### src/rtl/mult_div_if.sv
`default_nettype none
// +------------------------------------------------------------------+
// | mult_div_if : operand/result bundle between execute stage and    |
// |               the multiply/divide unit.           Rev 1.0        |
// +------------------------------------------------------------------+
interface mult_div_if #(
    parameter int WIDTH = 32
);
    logic             start;
    logic [1:0]       op;
    logic [WIDTH-1:0] a;
    logic [WIDTH-1:0] b;
    logic             we_hi;
    logic             we_lo;
    logic [WIDTH-1:0] wdata;
    logic             busy;
    logic             done;
    logic [WIDTH-1:0] hi;
    logic [WIDTH-1:0] lo;

    modport master (
        output start, op, a, b, we_hi, we_lo, wdata,
        input  busy, done, hi, lo
    );

    modport slave (
        input  start, op, a, b, we_hi, we_lo, wdata,
        output busy, done, hi, lo
    );
endinterface
`default_nettype wire

### src/rtl/mult_div_unit.sv
`default_nettype none
// +------------------------------------------------------------------+
// | mult_div_unit : iterative MULT/MULTU/DIV/DIVU with HI/LO regs.   |
// |                 Rev 1.0                                          |
// +------------------------------------------------------------------+
module mult_div_unit #(
    parameter int WIDTH = 32
) (
    input  logic     clk,
    input  logic     rst_n,
    mult_div_if.slave bus
);

    localparam int             CW     = (WIDTH > 1) ? $clog2(WIDTH) : 1;
    localparam logic [CW-1:0]  c_LAST = CW'(WIDTH - 1);

    typedef enum logic [1:0] {
        S_IDLE = 2'd0,
        S_RUN  = 2'd1,
        S_FIX  = 2'd2
    } state_t;

    state_t r_state;
    state_t w_state_nxt;

    logic [CW-1:0]      r_count;
    logic [1:0]         r_op;
    logic               r_sign_a;
    logic               r_sign_b;
    logic [WIDTH-1:0]   r_a_mag;
    logic [WIDTH-1:0]   r_b_mag;
    logic [2*WIDTH-1:0] r_acc;
    logic [WIDTH:0]     r_rem;
    logic [WIDTH-1:0]   r_quo;
    logic [WIDTH-1:0]   r_hi;
    logic [WIDTH-1:0]   r_lo;
    logic               r_done;

    // Operand conditioning at launch: only signed ops fold negatives.
    logic             w_a_neg;
    logic             w_b_neg;
    logic [WIDTH-1:0] w_a_mag;
    logic [WIDTH-1:0] w_b_mag;

    assign w_a_neg = ~bus.op[0] & bus.a[WIDTH-1];
    assign w_b_neg = ~bus.op[0] & bus.b[WIDTH-1];
    assign w_a_mag = w_a_neg ? -bus.a : bus.a;
    assign w_b_mag = w_b_neg ? -bus.b : bus.b;

    // Multiply step: add the current multiplier bit's partial product
    // into the upper half, then shift the whole accumulator right.
    logic [WIDTH-1:0] w_addend;
    logic [WIDTH:0]   w_mul_sum;

    assign w_addend  = r_b_mag[r_count] ? r_a_mag : '0;
    assign w_mul_sum = {1'b0, r_acc[2*WIDTH-1:WIDTH]} + {1'b0, w_addend};

    // Divide step: restoring shift-subtract, dividend bits MSB first.
    logic [CW-1:0]    w_div_idx;
    logic [WIDTH+1:0] w_trial;
    logic [WIDTH+1:0] w_sub;
    logic             w_fits;
    logic [WIDTH:0]   w_rem_nxt;

    assign w_div_idx = c_LAST - r_count;
    assign w_trial   = {r_rem, r_a_mag[w_div_idx]};
    assign w_sub     = w_trial - {2'b00, r_b_mag};
    assign w_fits    = ~w_sub[WIDTH+1];
    assign w_rem_nxt = w_fits ? w_sub[WIDTH:0] : w_trial[WIDTH:0];

    // Sign correction; a zero divisor leaves the all-ones quotient raw,
    // while the remainder negation naturally restores the original a.
    logic               w_neg_res;
    logic               w_div_by_zero;
    logic [2*WIDTH-1:0] w_prod_fix;
    logic [WIDTH-1:0]   w_quo_fix;
    logic [WIDTH-1:0]   w_rem_fix;

    assign w_neg_res     = r_sign_a ^ r_sign_b;
    assign w_div_by_zero = (r_b_mag == '0);
    assign w_prod_fix    = w_neg_res ? -r_acc : r_acc;
    assign w_quo_fix     = (w_neg_res && !w_div_by_zero) ? -r_quo : r_quo;
    assign w_rem_fix     = r_sign_a ? -r_rem[WIDTH-1:0] : r_rem[WIDTH-1:0];

    always_ff @(posedge clk or negedge rst_n) begin
        if (!rst_n) begin
            r_state <= S_IDLE;
        end else begin
            r_state <= w_state_nxt;
        end
    end

    always_comb begin
        w_state_nxt = r_state;
        case (r_state)
            S_IDLE:  if (bus.start) w_state_nxt = S_RUN;
            S_RUN:   if (r_count == c_LAST) w_state_nxt = S_FIX;
            S_FIX:   w_state_nxt = S_IDLE;
            default: w_state_nxt = S_IDLE;
        endcase
    end

    always_ff @(posedge clk or negedge rst_n) begin
        if (!rst_n) begin
            r_count  <= '0;
            r_op     <= 2'b00;
            r_sign_a <= 1'b0;
            r_sign_b <= 1'b0;
            r_a_mag  <= '0;
            r_b_mag  <= '0;
            r_acc    <= '0;
            r_rem    <= '0;
            r_quo    <= '0;
        end else begin
            case (r_state)
                S_IDLE: begin
                    if (bus.start) begin
                        r_op     <= bus.op;
                        r_sign_a <= w_a_neg;
                        r_sign_b <= w_b_neg;
                        r_a_mag  <= w_a_mag;
                        r_b_mag  <= w_b_mag;
                        r_count  <= '0;
                        r_acc    <= '0;
                        r_rem    <= '0;
                        r_quo    <= '0;
                    end
                end
                S_RUN: begin
                    r_count <= (r_count == c_LAST) ? '0 : r_count + CW'(1);
                    if (r_op[1]) begin
                        r_rem <= w_rem_nxt;
                        r_quo <= {r_quo[WIDTH-2:0], w_fits};
                    end else begin
                        r_acc <= {w_mul_sum, r_acc[WIDTH-1:1]};
                    end
                end
                default: ;
            endcase
        end
    end

    // HI/LO only change on an idle MT write or the writeback edge.
    always_ff @(posedge clk or negedge rst_n) begin
        if (!rst_n) begin
            r_hi   <= '0;
            r_lo   <= '0;
            r_done <= 1'b0;
        end else begin
            r_done <= (r_state == S_FIX);
            if (r_state == S_FIX) begin
                if (r_op[1]) begin
                    r_hi <= w_rem_fix;
                    r_lo <= w_quo_fix;
                end else begin
                    r_hi <= w_prod_fix[2*WIDTH-1:WIDTH];
                    r_lo <= w_prod_fix[WIDTH-1:0];
                end
            end else if (r_state == S_IDLE) begin
                if (bus.we_hi) r_hi <= bus.wdata;
                if (bus.we_lo) r_lo <= bus.wdata;
            end
        end
    end

    assign bus.busy = (r_state != S_IDLE);
    assign bus.done = r_done;
    assign bus.hi   = r_hi;
    assign bus.lo   = r_lo;

endmodule
`default_nettype wire

### src/flat_wrapper.sv
// flat-port wrapper written by rule: the top's interface ports become plain ports
module mult_div_unit_flat 
#(
    parameter int WIDTH = 32
)
  (clk, rst_n, bus_start, bus_op, bus_a, bus_b, bus_we_hi, bus_we_lo, bus_wdata, bus_busy, bus_done, bus_hi, bus_lo);
  mult_div_if #(.WIDTH(WIDTH)) bus_i ();
  input  logic clk;
  input  logic rst_n;
  input wire logic [$bits(bus_i.start)-1:0] bus_start;
  input wire logic [$bits(bus_i.op)-1:0] bus_op;
  input wire logic [$bits(bus_i.a)-1:0] bus_a;
  input wire logic [$bits(bus_i.b)-1:0] bus_b;
  input wire logic [$bits(bus_i.we_hi)-1:0] bus_we_hi;
  input wire logic [$bits(bus_i.we_lo)-1:0] bus_we_lo;
  input wire logic [$bits(bus_i.wdata)-1:0] bus_wdata;
  output wire logic [$bits(bus_i.busy)-1:0] bus_busy;
  output wire logic [$bits(bus_i.done)-1:0] bus_done;
  output wire logic [$bits(bus_i.hi)-1:0] bus_hi;
  output wire logic [$bits(bus_i.lo)-1:0] bus_lo;
  assign bus_i.start = bus_start;
  assign bus_i.op = bus_op;
  assign bus_i.a = bus_a;
  assign bus_i.b = bus_b;
  assign bus_i.we_hi = bus_we_hi;
  assign bus_i.we_lo = bus_we_lo;
  assign bus_i.wdata = bus_wdata;
  assign bus_busy = bus_i.busy;
  assign bus_done = bus_i.done;
  assign bus_hi = bus_i.hi;
  assign bus_lo = bus_i.lo;
  mult_div_unit #(.WIDTH(WIDTH)) u_core (.clk(clk), .rst_n(rst_n), .bus(bus_i));
endmodule
### config.mk
export PLATFORM = sky130hd
export DESIGN_NAME = mult_div_unit_flat
export DESIGN_NICKNAME = d
export VERILOG_FILES = /design/src/rtl/mult_div_if.sv /design/src/rtl/mult_div_unit.sv /design/src/flat_wrapper.sv
export SDC_FILE = /design/constraint.sdc
export NUM_CORES = 1
export LEC_CHECK = 0
export ABC_AREA = 0
export BUFFER_PORTS_ARGS = -buffer_cell sky130_fd_sc_hd__buf_2
export CORE_MARGIN = 5
export CORE_UTILIZATION = 55
export DETAILED_ROUTE_END_ITERATION = 10
export PLACE_DENSITY_LB_ADDON = 0.1
export SLEW_MARGIN = 5
export SYNTH_ARGS = -nofsm -noshare
export SYNTH_HDL_FRONTEND = slang
export SYNTH_SLANG_ARGS = --single-unit
### constraint.sdc
create_clock -name clk -period 4.94 [get_ports clk]
set_input_delay 0.247 -clock clk [delete_from_list [all_inputs] [get_ports clk]]
set_output_delay 0.247 -clock clk [all_outputs]
set_load 0.02 [all_outputs]
# Word-level counts from Yosys, hierarchy flattened
# Index checks and enable logic that the tools add are counted.
[word_totals]
elab_cells = 86
ff_bits = 269
input_bits = 103
[op_classes]
n_addsub = 9
n_bitwise = 5
n_reduce_logical = 16
magnitude_cmp = 2
n_eq_ne = 7
n_mux = 34
[ops]
columns = ["cell", "n"]
rows = [
  ["32-bit 2-to-1 mux", 15],
  ["64-bit 2-to-1 mux", 3],
  ["32-bit negator", 4],
  ["64-bit case mux with 2 select lines", 1],
  ["33-bit 2-to-1 mux", 3],
  ["33-bit case mux with 2 select lines", 1],
  ["64-bit negator", 1],
  ["32-bit case mux with 2 select lines", 1],
  ["34-bit by 32-bit subtractor with 34-bit output", 1],
  ["32-bit by 32-bit adder with 33-bit output", 1],
  ["32-bit logical NOT", 1],
  ["5-bit by 6-bit less-than comparator with 1-bit output (second input constant)", 2],
  ["1-bit binary-select mux with 5-bit select", 2],
  ["5-bit 2-to-1 mux", 2],
  ["5-bit case mux with 2 select lines", 1],
  ["2-bit AND reduction", 5],
  ["2-bit nonzero test", 5],
  ["3-bit AND reduction", 2],
  ["5-bit by 1-bit adder with 5-bit output (second input constant)", 1],
  ["5-bit equality test (second input constant)", 1],
  ["5-bit subtractor (first input constant)", 1],
  ["2-bit 2-to-1 mux", 2],
  ["2-bit by 1-bit != test with 1-bit output (second input constant)", 2],
  ["2-bit != test (second input constant)", 2],
  ["other kinds (10)", 13],
]

# Depth between registers and ports, before layout
# Gate-level depths: netlist of the first run.
[logic_depth]
word_depth = 7
mapped_depth = 21
mapped_depth_nobuf = 18

# Least setup slack after synthesis of the first run
# Ideal clock, no wire load.
[synth_path]
path_kind = "reg2reg"
start = "register u_core.r_count[0]"
end = "register u_core.r_acc[59]"
slack_ns = 0.325
n_path_buf = 3
required_ns = 4.807
period_less_slack_ns = 4.615
arrival_ns = 4.482
stages_incl_launch_ff = 22
path_cell_list = "dfrtp_1 > buf_2 > buf_1 > mux2i_1 > o221ai_1 > o22ai_1 > a211oi_1 > a21oi_1 > clkbuf_1 > nor2b_1 > ha_1 > inv_1 > fa_1 > nor2b_1 > o31a_1 > o21ai_0 > a21oi_1 > o22ai_1 > or4_1 > a311oi_1 > xnor2_1 > o21ai_0"
[synth_via]
elab_chain_len = 6
[synth_rtl]
columns = ["element", "line_no", "source"]
rows = [
  ["start: declaration", "mult_div_unit.sv:26", "logic [CW-1:0] r_count;"],
  ["start signal: assignment", "mult_div_unit.sv:130", "r_count <= (r_count == c_LAST) ? '0 : r_count + CW'(1);"],
  ["1-bit binary-select mux with 5-bit select", "mult_div_unit.sv:55", "assign w_addend = r_b_mag[r_count] ? r_a_mag : '0;"],
  ["1-bit 2-to-1 mux (implied by the code)", "mult_div_unit.sv:55", ""],
  ["32-bit 2-to-1 mux", "mult_div_unit.sv:55", ""],
  ["32-bit by 32-bit adder with 33-bit output", "mult_div_unit.sv:56", "assign w_mul_sum = {1'b0, r_acc[2*WIDTH-1:WIDTH]} + {1'b0, w_addend};"],
  ["64-bit 2-to-1 mux", "mult_div_unit.sv:131", "if (r_op[1]) begin"],
  ["64-bit case mux with 2 select lines", "mult_div_unit.sv:115", "case (r_state)"],
  ["end signal: assignment", "mult_div_unit.sv:135", "r_acc <= {w_mul_sum, r_acc[WIDTH-1:1]};"],
  ["end: declaration", "mult_div_unit.sv:32", "logic [2*WIDTH-1:0] r_acc;"],
]
# No other way between the ends. The select of a mux whose other input is x is not followed.
# A chain may end at the register's enable or synchronous reset.

# Worst setup path after layout of the first run
[layout_path]
start = "register u_core.r_count[1]"
end = "register u_core.r_acc[59]"
# The elaborated chain is that of the path after synthesis.

==> results of run 1 <==
-- flip-flops by register name, indices dropped and copies added, names as in the netlist --
signal and cells:
u_core.r_acc 64, u_core.r_rem 33, u_core.bus.hi 32, u_core.bus.lo 32, u_core.r_a_mag 32, u_core.r_b_mag 32, u_core.r_quo 32, u_core.r_count 5
u_core.r_state 2, u_core.bus.done 1, u_core.r_op 1, u_core.r_sign_a 1, u_core.r_sign_b 1
-- layer usage --
metal | up-vias | routed length [µm]
met5 | - | 0
met4 | 0 | 3240
met3 | 137 | 4400
met2 | 750 | 27100
met1 | 8469 | 26100
li1 | 8385 | -
-- through the flow --
| step | power (W) | utilization [%] |
|---|---|---|
| after floorplan | 0.0123 | - |
| after global placement | 0.0156 | 59.8 |
| after detailed placement | 0.0158 | 59.8 |
| after CTS | 0.0182 | 64.2 |
| after global routing | 0.0196 | 64.2 |
| final | 0.0183 | 64.2 |
-- area by class of cell --
class / instances / share of cell area [%]
timing repair buffer: 241 / 7.14
clock buffer: 48 / 4.30
clock inverter: 7 / 0.324
sequential: 268 / 31.0
multi-input combinational: 1760 / 53.3
inverter: 78 / 1.35
tap: 448 / 2.59
-- worst max-delay path, cell delays in order, from the launching register on --
cell,delay (ns)
dfrtp_1,0.45
nand2b_1,0.33
o221ai_1,0.30
nand2_1,0.11
a211oi_1,0.29
a21oi_2,0.11
nor2b_1,0.15
ha_1,0.18
inv_1,0.05
fa_1,0.40
nor2b_1,0.16
o31a_1,0.16
o21ai_0,0.15
a21oi_1,0.25
o22ai_1,0.15
or4_1,0.56
a311oi_1,0.29
xnor2_1,0.15
o21ai_0,0.08
-- what timing repair did --
item	in CTS	in global routing
hold endpoints to repair	145	0
setup buffers	0	0
hold buffers	48	0
-- cell usage after synthesis, drive strengths merged (4+ instances only) --
master / n
a211oi: 30
a21o: 25
a21oi: 143
a221oi: 8
a22o: 62
a22oi: 9
a311oi: 5
a31oi: 25
and2: 5
and3: 19
buf: 19
clkbuf: 96
dfrtp: 268
ha: 71
inv: 78
mux2i: 47
mux4: 8
nand2: 274
nand2b: 22
nand3: 34
nand3b: 4
nand4: 7
nor2: 133
nor2b: 43
nor3: 36
nor4: 27
o211ai: 7
o21a: 11
o21ai: 263
o21bai: 4
o221ai: 25
o22ai: 17
o31ai: 39
o41ai: 25
or2: 13
or3: 31
or3b: 4
or4: 23
xnor2: 110
xor2: 116
-- cell usage in the layout (no fill, tap or decap), drive strengths merged, types with 7 or more instances in the layout --
master / synthesis / layout
nand2: 274 / 274
or3: 31 / 31
o211ai: 7 / 7
nand3: 34 / 34
nand4: 7 / 7
or4: 23 / 23
and3: 19 / 19
dfrtp: 268 / 268
clkbuf: 96 / 48
a211oi: 30 / 30
nor3: 36 / 36
a22o: 62 / 62
o31ai: 39 / 39
inv: 78 / 78
o21a: 11 / 11
xnor2: 110 / 110
o41ai: 25 / 25
xor2: 116 / 116
dlygate4sd3: 0 / 48
ha: 71 / 71
o221ai: 25 / 25
a21o: 25 / 25
nor2b: 43 / 43
nor2: 133 / 133
or2: 13 / 13
o22ai: 17 / 17
buf: 19 / 193
nor4: 27 / 27
nand2b: 22 / 22
o21ai: 263 / 263
mux4: 8 / 8
a22oi: 9 / 9
mux2i: 47 / 47
a31oi: 25 / 25
a221oi: 8 / 8
a21oi: 143 / 143
-- cells by family after synthesis --
logic type / count (synthesis) / synth area share, %
compound gates: 720 / 24.1
xor+xnor: 226 / 10.5
fa+ha+maj: 73 / 4.91
buf+inv: 193 / 3.87
flops: 268 / 35.5
mux: 57 / 3.56
simple gates: 684 / 17.6
-- how the worst min path moves through the flow --
| stage | slack (ns) | cells past startpoint | end |
|---|---|---|---|
| 3_3_place_gp | 0.30 | 1 | u_core.bus.lo[24]$_DFFE_PN0P_ |
| 5_1_grt | 0.03 | 3 | u_core.bus.lo[15]$_DFFE_PN0P_ |
| 6_report | 0.01 | 3 | u_core.bus.lo[0]$_DFFE_PN0P_ |
| 2_1_floorplan | -0.05 | 0 | u_core.bus.done$_DFF_PN0_ |
| 4_1_cts | 0.0006 | 3 | u_core.r_b_mag[9]$_DFFE_PN0P_ |
| 3_5_place_dp | 0.30 | 1 | u_core.bus.lo[24]$_DFFE_PN0P_ |
-- power by group through the flow --
stage	Sequential [W]	Clock [W]	Combinational [W]
after detailed placement	0.00457	0	0.0113
after CTS	0.00454	0.00228	0.0114
after global routing	0.00470	0.00238	0.0125
after floorplan	0.00428	0	0.00805
final	0.00460	0.00226	0.0115
after global placement	0.00454	0	0.0111
==> flow_metrics.tcl, run 1 <==
set metrics [dict create \
    status "finished, final reports clean" \
    place_inst 2747 \
    route.detailed.drc 0 \
    grt_max_degree 98 \
    drv_cap 0 \
    synth.top_cell.area_share_pct 35.5 \
    clk_pin_slew_ns 0.06 \
    max_freq_ghz 0.221 \
    hold_viol_final 0 \
    dieWidth_um 195 \
    final_nets 2555 \
    htreeDepth 1 \
    finalWirelength_um 60800 \
    min_from "bus_wdata[0]" \
    vias 17700 \
    reg2reg_depth 18 \
    antenna_found_initial 0 \
    ys_types 74 \
    yosys.area.top_type "dfrtp_1" \
    hold_path_class "in2reg" \
    design_area_mm2 0.0216 \
    skew_ns 0.0128 \
    ios 169 \
    grt_use_met3_pct 3.88 \
    ir_drop_mv 0.385 \
    crit_path_start_kind "register" \
    ys_ff_latch 268 \
    insertion_delay_ns 0.57 \
    gp_congestion 0.998 \
    place_area_mm2 0.0201 \
    rsz0062_at_grt "false" \
    r2r-end "u_core.r_acc[59]$_DFFE_PN0P_" \
    combPwrFrac_pct 62.6 \
    async_flop_share_pct 100 \
    fin_crit_ns 4.52 \
    holdWs_ns 0.00959 \
    die_y_um 195 \
    internal_power_w 0.00894 \
    multi_input_area_mm2 0.0115 \
    cts.sinks 268 \
    seq_area_frac_synth_pct 35.5 \
    cp-endpoint "u_core.r_acc[59]$_DFFE_PN0P_" \
    first_pass_iters 6 \
    worstSetupPathType "reg2reg" \
    drive_above_1_share_pct 12.2 \
    dp_hpwl_um 46400 \
    period_share_pct 91.5 \
    synth.avg_cell_area_um2 8.51 \
    end_kind "register" \
    cts_buffers 30 \
    core-area_mm2 0.0337 \
    p_seq_share_pct 25.1 \
    synth_enable_flop_cells 0 \
    r2r_slack_ns 0.42 \
    powerDensity_mw_per_mm2 847 \
    p_sw_w 0.00938 \
    clockRootBuffer "clkbuf_16" \
    worst_ep_required_time_ns 5.33 \
    tritoncts "built" \
    synthTopCellsByArea "dfrtp_1, o21ai_0, nand2_1" \
    num_rows 67 \
    relSlewSlack_pct 20.1 \
    syn_inst 2221 \
    dieArea_mm2 0.0382 \
    viasPerCell 6.22 \
    drv_slew 0 \
    cts_max_path_buffers 3 \
    wl_per_cell_um 21.4 \
    sw_frac_of_total_pct 51.2 \
    gr-usage-met2_pct 48.3 \
    timing.critical_path.arrival_ns 4.91 \
    syn_nets 2397 \
    post-place-ws_ns 0.453 \
    drtIter0Drc 1606 \
    setup_viol 0 \
    grtUsageTotal_pct 30.8 \
    met1_usage_pct 42.7 \
    rr_startpoint "u_core.r_count[1]$_DFFE_PN0P_" \
    antenna_cells 0 \
    initial_utilization_pct 56.1 \
    fin_ws_ns 0.421 \
    nFillCells 2970 \
    io_buffers 168 \
    ant_nets 0 \
    final.setup.tns_ns 0 \
    syn_to_final_growth_pct 14.5 \
    p_leak_nw 9.52 \
    cts_resized 0 \
    synth_area_mm2 0.0189 \
    stdcell_count 2850 \
    clkPwrFrac_pct 12.3 \
    cp_max_fo 8 \
    grt_pass1_wl_um 95200 \
    worstMarginPinSlew_ns 1.20 \
    regArea_mm2 0.00671 \
    yosys_most_used_dff "dfrtp_1" \
    startpoint "u_core.r_count[1]$_DFFE_PN0P_" \
    grt_pass1_vias 16900 \
    overflow 0 \
    top_usage_layer "met2" \
    yosysWarnings 0 \
]
No activity file was read; power rests on OpenSTA's default activity.
==> inputs of run 2 (changes only) <==
--- a/config.mk
+++ b/config.mk
@@ -8,9 +8,11 @@
 export ABC_AREA = 0
 export BUFFER_PORTS_ARGS = -buffer_cell sky130_fd_sc_hd__buf_2
 export CORE_MARGIN = 5
-export CORE_UTILIZATION = 55
+export CORE_UTILIZATION = 39
 export DETAILED_ROUTE_END_ITERATION = 10
+export MAX_ROUTING_LAYER = met4
 export PLACE_DENSITY_LB_ADDON = 0.1
+export RECOVER_POWER = 25
 export SLEW_MARGIN = 5
 export SYNTH_ARGS = -nofsm -noshare
 export SYNTH_HDL_FRONTEND = slang
==> run 2 against run 1 <==
The run now ends with capacitance limit, slew limit left; register-to-register slack lost 0.02 ns; first-iteration DRC count shrank 4.4%; clock skew grew 0.0021 ns; sequential cell count is the same; combinational power is essentially flat; critical path depth shrank 1; final area grew 0.89%; clock-buffer cell count shrank 1; critical endpoint is now u_core.r_acc[62]$_DFFE_PN0P_; largest power group unchanged; highest routed layer unchanged.
==> flow_metrics.tcl, run 2 (same netlist as run 1, synthesis figures left out) <==
set metrics [dict create \
    wl_per_cell_um 22.0 \
    violations "capacitance limit, slew limit" \
    overflow 0 \
    num_rows 80 \
    end_kind "register" \
    final_common_cell "nand2_1" \
    cpPeakStageDelay_ns 0.53 \
    largest_reg_flops 64 \
    status "finished, violations left" \
    hold_viol_final 0 \
    fin_ws_ns 0.403 \
    grt_pass1_vias 16900 \
    setup_viol 0 \
    stdcell_count 3009 \
    rr_startpoint "u_core.r_count[0]$_DFFE_PN0P_" \
    die_y_um 230 \
    finalPower_w 0.0188 \
    worstMarginPinSlew_ns 2.71 \
    clockRootBuffer "clkbuf_16" \
    ant_nets 0 \
    max_freq_ghz 0.220 \
    viasPerCell 5.83 \
    worst_ep_required_time_ns 5.30 \
    worstSetupPathType "reg2reg" \
    drive_above_1_share_pct 11.0 \
    place_inst 2919 \
    path_common_cell "buf_4" \
    nFillCells 4797 \
    drv_slew 97 \
    min_from "bus_a[23]" \
    rsz0062_at_grt "false" \
    design_area_mm2 0.0218 \
    slowest_stage "mux4_2" \
    cts_buffers 34 \
    clk_pin_slew_ns 0.06 \
    cts.sinks 268 \
    ir_drop_mv 0.299 \
    final_nets 2547 \
    ios 169 \
    syn_to_final_growth_pct 15.5 \
    finalWirelength_um 66300 \
    cp_max_fo 20 \
    first_pass_iters 6 \
    drv_cap 1 \
    dieArea_mm2 0.0529 \
    skew_ns 0.0149 \
    cts_max_path_buffers 3 \
    grtUsageTotal_pct 25.0 \
    grt_pass1_wl_um 102000 \
    grt_max_degree 98 \
    insertion_delay_ns 0.55 \
    io_buffers 168 \
    timing.critical_path.arrival_ns 4.90 \
    tritoncts "built" \
    route.detailed.drc 0 \
    period_share_pct 91.8 \
    dp_hpwl_um 50500 \
    layout_common_cells "nand2_1, dfrtp_1, o21ai_0, a21oi_1, nor2_1" \
    hold_path_class "in2reg" \
    fin_crit_ns 4.54 \
    path_cells "buf_4, mux4_2, o22ai_1, a211oi_1, a21oi_2, buf_4, nor2b_1, ha_1, nand2_1, or3_1, nor2_1, nand3_1, o211a_1, o311a_1, a21oi_1, xnor2_1, o21ai_0" \
    top_regs "u_core.r_acc: 64 flops, u_core.r_rem: 33 flops" \
    crit_path_start_kind "register" \
    htreeDepth 2 \
    drtIter0Drc 1536 \
    antenna_found_initial 1 \
    dieWidth_um 230 \
    p_leak_nw 9.43 \
    place_area_mm2 0.0204 \
    powerDensity_mw_per_mm2 863 \
    startpoint "u_core.r_count[0]$_DFFE_PN0P_" \
    post-place-ws_ns 0.321 \
    antenna_cells 0 \
    final.setup.tns_ns 0 \
    gp_congestion 0.954 \
    core-area_mm2 0.0478 \
    initial_utilization_pct 39.5 \
    top_register "u_core.r_acc" \
    vias 17500 \
    relSlewSlack_pct -80.6 \
]
[run 2: metrics by stage]
step	hold WS [ns]	utilization, %
finish	0.0321	45.6
global route	0.0298	45.6
CTS	0.000356	45.7
detailed placement	0.324	42.6
global placement	0.323	42.6
floorplan	-0.0486	-
[run 2: area by class of cell]
class	instances	area, µm²	share of cell area, %
Clock buffer	47	991	4.54
Clock inverter	12	189	0.866
Inverter	78	293	1.34
Multi-Input combinational cell	1760	11500	52.9
Sequential cell	268	6710	30.8
Tap cell	615	769	3.53
Timing Repair Buffer	229	1340	6.12
[run 2: timing repair]
| action | in CTS | in global routing |
|---|---|---|
| hold buffers | 31 | 0 |
| endpoints found under the hold margin | 125 | 0 |
| buffers inserted | 0 | 0 |
| resized for setup | 0 | 3 |
| setup endpoints to repair | 0 | 2 |
[run 2: final timing paths]
kind,depth (start not counted),endpoint,slack (ns)
setup / recovery,17,u_core.r_acc[62]$_DFFE_PN0P_,0.40
min in group asynchronous,2,u_core.r_quo[19]$_DFFE_PN0P_,1.04
hold reg to reg,2,u_core.bus.lo[1]$_DFFE_PN0P_,0.47
hold / removal,3,u_core.r_a_mag[23]$_DFFE_PN0P_,0.03
setup reg to reg,17,u_core.r_acc[62]$_DFFE_PN0P_,0.40
max in group asynchronous,2,u_core.r_count[2]$_DFFE_PN0P_,2.05
[run 2: report_power, final]
part           internal, W  switching [W]
registers          0.00316        0.00145
logic              0.00440        0.00714
clock network      0.00166        0.00101
total              0.00923        0.00959
[run 2: layer usage]
layer | vias to the layer above | GRT usage, % | share of wire, %
li1 | 8368 | - | -
met2 | 545 | 38.7 | 45
met4 | 0 | 10.4 | 4.7
met1 | 8514 | 33.6 | 46
met3 | 119 | 2.50 | 4.7
met5 | - | - | 0
[run 2: worst max-delay path: cells and delay by family, from the launching register on]
family | cells | cell delay [ns]
AOI/OAI and AO/OA | 7 | 1.46
and+or+nand+nor | 5 | 0.92
buffers and inverters | 2 | 0.57
muxes | 1 | 0.53
adders and majority gates | 1 | 0.36
DFF | 1 | 0.35
xor gates and xnor gates | 1 | 0.13
